<file path="src/rtl/ex_mem_pipe_if.sv">
// EX->MEM stage bus: EX-side request fields, MEM-side head-entry fields,
// flush, forwarding port and stall counter.
interface ex_mem_pipe_if #(
    parameter int unsigned DATA_W  = 32,
    parameter int unsigned ADDR_W  = 5,
    parameter int unsigned MEMOP_W = 2,
    parameter int unsigned CNT_W   = 16
);
    logic               flush;
    logic               in_valid;
    logic               in_ready;
    logic [DATA_W-1:0]  in_out;
    logic [ADDR_W-1:0]  in_dst_address;
    logic               in_gpr_we_;
    logic [MEMOP_W-1:0] in_mem_op;
    logic [DATA_W-1:0]  in_mem_wr_data;

    logic               out_valid;
    logic               out_ready;
    logic [DATA_W-1:0]  ex_out;
    logic [ADDR_W-1:0]  ex_dst_address;
    logic               ex_gpr_we_;
    logic [MEMOP_W-1:0] ex_mem_op;
    logic [DATA_W-1:0]  ex_mem_wr_data;

    logic               fwd_en;
    logic [ADDR_W-1:0]  fwd_addr;
    logic [DATA_W-1:0]  fwd_data;
    logic [CNT_W-1:0]   stall_cnt;

    // Driver of EX inputs and MEM ready (execute/memory side).
    modport master (
        output flush, in_valid, in_out, in_dst_address, in_gpr_we_,
               in_mem_op, in_mem_wr_data, out_ready,
        input  in_ready, out_valid, ex_out, ex_dst_address, ex_gpr_we_,
               ex_mem_op, ex_mem_wr_data, fwd_en, fwd_addr, fwd_data,
               stall_cnt
    );

    // The pipeline register itself.
    modport slave (
        input  flush, in_valid, in_out, in_dst_address, in_gpr_we_,
               in_mem_op, in_mem_wr_data, out_ready,
        output in_ready, out_valid, ex_out, ex_dst_address, ex_gpr_we_,
               ex_mem_op, ex_mem_wr_data, fwd_en, fwd_addr, fwd_data,
               stall_cnt
    );
endinterface

</file>
<file path="src/rtl/ex_mem_pipe.sv">
// EX->MEM pipeline register with a 2-entry skid buffer (main M + skid S),
// flush, bubble insertion, same-stage forwarding and a saturating stall counter.
module ex_mem_pipe #(
    parameter int unsigned DATA_W  = 32,
    parameter int unsigned ADDR_W  = 5,
    parameter int unsigned MEMOP_W = 2,
    parameter int unsigned CNT_W   = 16
) (
    input  logic               clk,
    input  logic               rst,
    ex_mem_pipe_if.slave       bus
);

    typedef struct packed {
        logic [DATA_W-1:0]  res;
        logic [ADDR_W-1:0]  dst;
        logic               gpr_we_n;
        logic [MEMOP_W-1:0] mem_op;
        logic [DATA_W-1:0]  wr_data;
    } entry_t;

    typedef enum logic [1:0] {
        ST_EMPTY = 2'd0,
        ST_ONE   = 2'd1,
        ST_FULL  = 2'd2
    } state_t;

    // Invalid entries always hold bubble values so outputs need no masking.
    localparam entry_t BUBBLE = '{
        res:      '0,
        dst:      '0,
        gpr_we_n: 1'b1,
        mem_op:   '0,
        wr_data:  '0
    };
    localparam logic [CNT_W-1:0] CNT_MAX = '1;

    state_t           state_q, state_d;
    entry_t           m_q, m_d;
    entry_t           s_q, s_d;
    logic             in_ready_q, in_ready_d;
    logic             fwd_en_q, fwd_en_d;
    logic [CNT_W-1:0] stall_cnt_q, stall_cnt_d;

    entry_t           in_entry;
    logic             out_valid;
    logic             accept;
    logic             release_head;

    assign in_entry = '{
        res:      bus.in_out,
        dst:      bus.in_dst_address,
        gpr_we_n: bus.in_gpr_we_,
        mem_op:   bus.in_mem_op,
        wr_data:  bus.in_mem_wr_data
    };

    assign out_valid    = (state_q != ST_EMPTY);
    assign accept       = bus.in_valid && in_ready_q;
    assign release_head = out_valid && bus.out_ready;

    // Occupancy next-state, entry movement, ready and forwarding qualifier.
    always_comb begin
        state_d     = state_q;
        m_d         = m_q;
        s_d         = s_q;
        in_ready_d  = in_ready_q;
        fwd_en_d    = 1'b0;
        stall_cnt_d = stall_cnt_q;

        unique case (state_q)
            ST_EMPTY: begin
                if (accept) begin
                    state_d = ST_ONE;
                    m_d     = in_entry;
                end
            end
            ST_ONE: begin
                if (accept && release_head) begin
                    m_d = in_entry;
                end else if (accept) begin
                    state_d = ST_FULL;
                    s_d     = in_entry;
                end else if (release_head) begin
                    state_d = ST_EMPTY;
                    m_d     = BUBBLE;
                end
            end
            ST_FULL: begin
                if (release_head) begin
                    state_d = ST_ONE;
                    m_d     = s_q;
                    s_d     = BUBBLE;
                end
            end
            default: begin
                state_d = ST_EMPTY;
                m_d     = BUBBLE;
                s_d     = BUBBLE;
            end
        endcase

        if (bus.flush) begin
            state_d = ST_EMPTY;
            m_d     = BUBBLE;
            s_d     = BUBBLE;
        end

        // Ready depends only on next occupancy, never on out_ready directly.
        in_ready_d = (state_d != ST_FULL);
        fwd_en_d   = (state_d != ST_EMPTY) && !m_d.gpr_we_n &&
                     (m_d.mem_op == '0) && (m_d.dst != '0);

        if (out_valid && !bus.out_ready && (stall_cnt_q != CNT_MAX)) begin
            stall_cnt_d = stall_cnt_q + CNT_W'(1);
        end
    end

    always_ff @(posedge clk) begin
        if (rst) begin
            state_q     <= ST_EMPTY;
            m_q         <= BUBBLE;
            s_q         <= BUBBLE;
            in_ready_q  <= 1'b1;
            fwd_en_q    <= 1'b0;
            stall_cnt_q <= '0;
        end else begin
            state_q     <= state_d;
            m_q         <= m_d;
            s_q         <= s_d;
            in_ready_q  <= in_ready_d;
            fwd_en_q    <= fwd_en_d;
            stall_cnt_q <= stall_cnt_d;
        end
    end

    assign bus.in_ready       = in_ready_q;
    assign bus.out_valid      = out_valid;
    assign bus.ex_out         = m_q.res;
    assign bus.ex_dst_address = m_q.dst;
    assign bus.ex_gpr_we_     = m_q.gpr_we_n;
    assign bus.ex_mem_op      = m_q.mem_op;
    assign bus.ex_mem_wr_data = m_q.wr_data;
    assign bus.fwd_en         = fwd_en_q;
    assign bus.fwd_addr       = m_q.dst;
    assign bus.fwd_data       = m_q.res;
    assign bus.stall_cnt      = stall_cnt_q;

endmodule

</file>
<file path="src/flat_wrapper.sv">
// flat-port wrapper written by rule: the top's interface ports become plain ports
module ex_mem_pipe_flat 
#(
    parameter int unsigned DATA_W  = 32,
    parameter int unsigned ADDR_W  = 5,
    parameter int unsigned MEMOP_W = 2,
    parameter int unsigned CNT_W   = 16
)
  (clk, rst, bus_flush, bus_in_valid, bus_in_out, bus_in_dst_address, bus_in_gpr_we_, bus_in_mem_op, bus_in_mem_wr_data, bus_out_ready, bus_in_ready, bus_out_valid, bus_ex_out, bus_ex_dst_address, bus_ex_gpr_we_, bus_ex_mem_op, bus_ex_mem_wr_data, bus_fwd_en, bus_fwd_addr, bus_fwd_data, bus_stall_cnt);
  ex_mem_pipe_if #(.DATA_W(DATA_W), .ADDR_W(ADDR_W), .MEMOP_W(MEMOP_W), .CNT_W(CNT_W)) bus_i ();
  input  logic clk;
  input  logic rst;
  input wire logic [$bits(bus_i.flush)-1:0] bus_flush;
  input wire logic [$bits(bus_i.in_valid)-1:0] bus_in_valid;
  input wire logic [$bits(bus_i.in_out)-1:0] bus_in_out;
  input wire logic [$bits(bus_i.in_dst_address)-1:0] bus_in_dst_address;
  input wire logic [$bits(bus_i.in_gpr_we_)-1:0] bus_in_gpr_we_;
  input wire logic [$bits(bus_i.in_mem_op)-1:0] bus_in_mem_op;
  input wire logic [$bits(bus_i.in_mem_wr_data)-1:0] bus_in_mem_wr_data;
  input wire logic [$bits(bus_i.out_ready)-1:0] bus_out_ready;
  output wire logic [$bits(bus_i.in_ready)-1:0] bus_in_ready;
  output wire logic [$bits(bus_i.out_valid)-1:0] bus_out_valid;
  output wire logic [$bits(bus_i.ex_out)-1:0] bus_ex_out;
  output wire logic [$bits(bus_i.ex_dst_address)-1:0] bus_ex_dst_address;
  output wire logic [$bits(bus_i.ex_gpr_we_)-1:0] bus_ex_gpr_we_;
  output wire logic [$bits(bus_i.ex_mem_op)-1:0] bus_ex_mem_op;
  output wire logic [$bits(bus_i.ex_mem_wr_data)-1:0] bus_ex_mem_wr_data;
  output wire logic [$bits(bus_i.fwd_en)-1:0] bus_fwd_en;
  output wire logic [$bits(bus_i.fwd_addr)-1:0] bus_fwd_addr;
  output wire logic [$bits(bus_i.fwd_data)-1:0] bus_fwd_data;
  output wire logic [$bits(bus_i.stall_cnt)-1:0] bus_stall_cnt;
  assign bus_i.flush = bus_flush;
  assign bus_i.in_valid = bus_in_valid;
  assign bus_i.in_out = bus_in_out;
  assign bus_i.in_dst_address = bus_in_dst_address;
  assign bus_i.in_gpr_we_ = bus_in_gpr_we_;
  assign bus_i.in_mem_op = bus_in_mem_op;
  assign bus_i.in_mem_wr_data = bus_in_mem_wr_data;
  assign bus_i.out_ready = bus_out_ready;
  assign bus_in_ready = bus_i.in_ready;
  assign bus_out_valid = bus_i.out_valid;
  assign bus_ex_out = bus_i.ex_out;
  assign bus_ex_dst_address = bus_i.ex_dst_address;
  assign bus_ex_gpr_we_ = bus_i.ex_gpr_we_;
  assign bus_ex_mem_op = bus_i.ex_mem_op;
  assign bus_ex_mem_wr_data = bus_i.ex_mem_wr_data;
  assign bus_fwd_en = bus_i.fwd_en;
  assign bus_fwd_addr = bus_i.fwd_addr;
  assign bus_fwd_data = bus_i.fwd_data;
  assign bus_stall_cnt = bus_i.stall_cnt;
  ex_mem_pipe #(.DATA_W(DATA_W), .ADDR_W(ADDR_W), .MEMOP_W(MEMOP_W), .CNT_W(CNT_W)) u_core (.clk(clk), .rst(rst), .bus(bus_i));
endmodule
</file>
<file path="config.mk">
export PLATFORM = sky130hd
export DESIGN_NAME = ex_mem_pipe_flat
export DESIGN_NICKNAME = d
export VERILOG_FILES = /design/src/rtl/ex_mem_pipe_if.sv /design/src/rtl/ex_mem_pipe.sv /design/src/flat_wrapper.sv
export SDC_FILE = /design/constraint.sdc
export NUM_CORES = 1
export LEC_CHECK = 0
export ABC_AREA = 1
export CORE_MARGIN = 8
export CORE_UTILIZATION = 43
export CTS_CLUSTER_SIZE = 8
export DETAILED_ROUTE_END_ITERATION = 10
export PLACE_DENSITY = 0.82
export SYNTH_ARGS = -nofsm -noshare
export SYNTH_HDL_FRONTEND = slang
export SYNTH_SLANG_ARGS = --single-unit
</file>
<file path="constraint.sdc">
create_clock -name clk -period 1.59 [get_ports clk]
set_input_delay 0.318 -clock clk [delete_from_list [all_inputs] [get_ports clk]]
set_output_delay 0.318 -clock clk [all_outputs]
set_load 0.02 [all_outputs]
</file>
Word level (Yosys, flattened, before mapping)
Cells that the tools add are included.
{"block": "op_classes", "n_addsub": 1, "n_mul": 0, "div": 0, "magnitude_cmp": 0, "n_eq_ne": 10, "n_shift": 0, "n_mux": 18, "n_bitwise": 1, "n_reduce_logical": 18}
{"op": "72-bit two-way mux", "n": 8}
{"op": "72-bit case mux with 3 select lines", "n": 2}
{"op": "40-bit two-way mux", "n": 1}
{"op": "16-bit by 1-bit adder with 16-bit output (second input constant)", "n": 1}
{"op": "16-bit inequality test (second input constant)", "n": 1}
{"op": "2-bit two-way mux", "n": 6}
{"op": "1-bit logical AND", "n": 8}
{"op": "4-bit AND reduction", "n": 2}
{"op": "2-bit by 1-bit inequality test with 1-bit output (second input constant)", "n": 3}
{"op": "2-bit case mux with 3 select lines", "n": 1}
{"op": "5-bit nonzero test", "n": 1}
{"op": "2-bit zero test", "n": 2}
{"op": "2-bit inequality test (second input constant)", "n": 2}
{"op": "2-bit nonzero test", "n": 2}
{"op": "3-bit by 1-bit inequality test with 1-bit output (second input constant)", "n": 1}
{"op": "3-bit inequality test (second input constant)", "n": 1}
{"op": "2-bit by 1-bit == test with 1-bit output (second input constant)", "n": 1}
{"op": "2-bit == test (second input constant)", "n": 1}
{"op": "1-bit zero test", "n": 2}
{"op": "2-bit OR reduction", "n": 1}
{"op": "1-bit inverter", "n": 1}
{"block": "totals", "register_bits": 164, "latchBits": 0, "ramBits": 0, "rom_bits": 0, "in_bits": 77, "output_inout_bits": 128, "wordCells": 62, "memories": 0}

Depth between registers and ports, before layout
Gate-level depths: netlist (run 1).
{"block": "logic_depth", "ltp_word": 11, "mapped_depth": 11, "mapped_depth_nobuf": 10}

Worst setup path before layout (run 1)
Ideal clock, no wire load.
{"block": "synth_timing", "path_kind": "reg-to-reg", "from": "register u_core.stall_cnt_q[0] (netlist: u_core.bus.stall_cnt[0])", "to": "register u_core.stall_cnt_q[12] (netlist: u_core.bus.stall_cnt[12])", "setup_ps": 70, "arrival_ps": 1666, "required_ps": 1520, "setup_slack_ps": -147, "path_stages_with_launch": 11, "n_path_buf": 1, "period_less_slack_ps": 1737, "path_cell_list": "dfxtp_1 -> ha_1 -> nand2_1 -> nor2_2 -> nand2_1 -> nor2_1 -> nor2_2 -> inv_2 -> buf_6 -> nand2_1 -> a21oi_1"}
{"block": "synth_via", "elab_chain_cells": 2, "word_cells_on_any_way": 3, "classes_between": "1 x add/sub; 1 x eq/ne; 1 x reduce/logical"}
{"item": "from (decl)", "line_no": "ex_mem_pipe.sv:43", "text": "logic [CNT_W-1:0] stall_cnt_q, stall_cnt_d;"}
{"item": "from (signal assigned)", "line_no": "ex_mem_pipe.sv:133", "text": "stall_cnt_q <= stall_cnt_d;"}
{"item": "branches (longest 2 deep; another with 16-bit by 1-bit adder with 16-bit output)"}
Parallel ways; which one is timed is not known.
A chain may end at the register's enable or synchronous reset.

Worst setup path in the final report (run 1)
{"block": "layout_timing", "from": "register u_core.stall_cnt_q[11] (netlist: u_core.bus.stall_cnt[11])", "to": "register u_core.stall_cnt_q[15] (netlist: u_core.bus.stall_cnt[15])"}
The elaborated chain is that of the path after synthesis.

==> run metrics, run 1 <==
most frequent cells in the layout 189 x nand2_1, 163 x a21oi_1, 155 x dfxtp_1; HPWL after DPL ~16 mm; CTS tree built; share of layout cells above drive strength 1 between 10% and 20%; final clock skew about 0.012 ns; Yosys Warn Count 0; Crit Path Class reg -> reg; Startpoint Class flop; critical path arrival 1.86 ns; Critical Path Fanout Max 8; part of the Yosys area used for sequential elements between 40% and 50%; Iteration-0 DRC Markers about 370; worst path bufs/invs 1; Die Y-Extent 146 µm; Core Area about 17000 µm²; Slew Limit Headroom between 60% and 70%; Worst R2R Setup Slack 0.04 ns; fin cells approximately 1400; Slowest Stage Delay on Critical Path between 0.3 and 0.4 ns; initial antenna violation count 1; drt pass-1 iters 5; Max Freq about 0.65 GHz; CP dominant cell by count nand2_1; RD Place Congestion ~0.90; Hold Crit Class reg -> reg; vias 7396; Final Hold Fails 0; die width 146 µm; Placed Cells incl. Taps between 1000 and 1500; Slew @ Worst Pin just over 0.5 ns; unrepaired setup endpoints after global routing yes; part of the cycle the worst path needs between 90 and 100%; fin. max-slew vios 0; async set or reset register ratio after synthesis 0%; Final #Nets roughly 1200; Netlist cell types 31; total congestion overflow 0; I/O Buffers slightly above 200; Yosys reg bits about 160; vias in the first global route just over 7000; WL final approximately 22 mm; Post-Layout Inst Area just over 10000 µm²; crit-path cells nand2_1 -> nor3_2 -> nand2_1 -> nor2_2 -> nor2_4 -> buf_4 -> nand2_1 -> nand2_1 -> nand2_1 -> nor2_1; status finished, final reports clean; post-synthesis net count 1063; Synth Instances 985; CP max stage cell dfxtp_4; die area approximately 21000 µm²; Hold Worst Slack ~0.46 ns; drt drc 0; wire per inst ~16 µm; CTS H-tree depth 4; Critical Path End Type flop; Fillers around 1500; Max Root-Sink Buffers 2; Total GRT Usage 20.3%; syn avg cell area 7.41 µm²; EDFF count, synth 0; most common cell after layout, fill and taps aside nand2_1; Crit path max-delay family simple AND/OR/NAND/NOR gates; CTS Root Cell clkbuf_16; synthesized area roughly 7300 µm²; # rows between 40 and 50; Tmin final about 1.5 ns; Starting Density between 40% and 50%; ANT nets after route 0; max cap viols 0; Clock transition at path regs 0.07 ns; CP required 1.90 ns; P&R area growth vs syn 38.8%; leakage power between 4 and 5 nW; CTS Buf Count 17; VDD IR max roughly 760 µV; first-pass GRT wire length ~36 mm; Power Dens Cells ~920 nW/µm²; largest net degree at the start of global routing 51; Top FF cell, synth dfxtp_1; clk sinks around 160; Setup-failing EPs final 0; Vias/cell 5.27; Clock Latency Late Sink between 0.4 and 0.5 ns; Hold-fix buffers, CTS 0; # IOs 205; placed cell area 9650 µm²
synthesized netlist by cell type, types with 7 or more instances:
cell type	n	area, µm²
o21ai_0	38	190
xor2_1	7	61.3
a22oi_1	41	308
dfxtp_1	164	3280
buf_4	38	285
nand2_1	192	721
buf_2	24	120
buf_6	8	90.1
o22ai_1	19	119
nor2_1	80	300
a21oi_1	163	816
clkbuf_1	31	116
nand3_1	67	335
inv_1	67	251
state kept, by name, summed over array words and instances, names as in the netlist:
register / count
u_core.bus.ex_out: 32
u_core.bus.ex_mem_op: 2
u_core.s_q: 72
u_core.bus.ex_dst_address: 5
u_core.bus.ex_gpr_we_: 1
u_core.bus.in_ready: 1
u_core.bus.fwd_en: 1
u_core.bus.ex_mem_wr_data: 32
u_core.state_q: 2
u_core.bus.stall_cnt: 16
area by class of cell:
| cell class | count | area [µm²] | area share [%] |
|---|---|---|---|
| tap | 220 | 275 | 2.72 |
| multi-input combinational | 647 | 3180 | 31.4 |
| clock buffer | 17 | 425 | 4.20 |
| antenna | 1 | 2.50 | 0.0247 |
| clock inverter | 15 | 158 | 1.56 |
| timing repair buffer | 266 | 2510 | 24.7 |
| inverter | 73 | 278 | 2.74 |
| sequential | 164 | 3300 | 32.6 |
logic make-up after synthesis:
kind of cell	count (synthesis)	synth area share (%)
and+or+nand+nor	363	20.7
DFF	164	45.0
buffers and inverters	174	12.1
xor gates and xnor gates	10	1.20
adders and majority gates	1	0.171
AOI/OAI and AO/OA	273	20.7
power breakdown:
part | internal, mW | switching [mW] | total, mW | leakage [nW]
logic | 0.475 | 0.607 | 1.08 | 2.66
registers | 4.17 | 0.0474 | 4.22 | 1.33
clock network | 2.10 | 1.91 | 4.01 | 0.284
per-layer routing:
layer / global-route usage [%] / share of wire [%]
met1: 24.2 / 41
met2: 33.3 / 48
met3: 7.42 / 9.1
met4: 6.59 / 1.9
met5: 0 / 0
metrics by stage:
| step | utilization (%) | worst slack (ns) | TNS (ns) | total power [mW] |
|---|---|---|---|---|
| after floorplan | - | 0.0104 | 0 | 4.90 |
| after detailed placement | 58.2 | -0.333 | -38.92 | 5.46 |
| final | 61.1 | 0.0403 | 0 | 9.32 |
| after CTS | 60.8 | 0.0121 | 0 | 9.41 |
| after global placement | 58.2 | -0.278 | -32.57 | 5.45 |
| after global routing | 61.1 | -0.0940 | -0.791 | 9.67 |
worst register-to-register path: stages (launching register included):
cell,delay (ns)
dfxtp_4,0.38
nand2_1,0.08
nor3_2,0.25
nand2_1,0.13
nor2_2,0.17
nor2_4,0.06
buf_4,0.17
nand2_1,0.06
nand2_1,0.04
nand2_1,0.05
nor2_1,0.04
repair_timing:
item                       CTS  global route
buffers inserted             0             1
gates cloned                 0             0
gates resized for setup    138            17
pin swaps                    0             3
setup endpoints to repair  133            21
final timing paths:
kind | startpoint | endpoint | cells past startpoint
worst min register to register | u_core.s_q[4]$_SDFFE_PP0P_ | u_core.s_q[4]$_SDFFE_PP0P_ | 2
worst max-delay path | u_core.bus.stall_cnt[11]$_SDFFE_PP0P_ | u_core.bus.stall_cnt[15]$_SDFFE_PP0P_ | 10
worst max register to register | u_core.bus.stall_cnt[11]$_SDFFE_PP0P_ | u_core.bus.stall_cnt[15]$_SDFFE_PP0P_ | 10
worst min-delay path | u_core.s_q[4]$_SDFFE_PP0P_ | u_core.s_q[4]$_SDFFE_PP0P_ | 2
Note: power is estimated with default switching activity, not from simulation.
==> run 2: changes to the inputs <==
--- a/config.mk
+++ b/config.mk
@@ -8,7 +8,6 @@
 export ABC_AREA = 1
 export CORE_MARGIN = 8
 export CORE_UTILIZATION = 43
-export CTS_CLUSTER_SIZE = 8
 export DETAILED_ROUTE_END_ITERATION = 10
 export PLACE_DENSITY = 0.82
 export SYNTH_ARGS = -nofsm -noshare
==> results of run 2 <==
Final layout, timing and power as in run 1 (identical DEF).
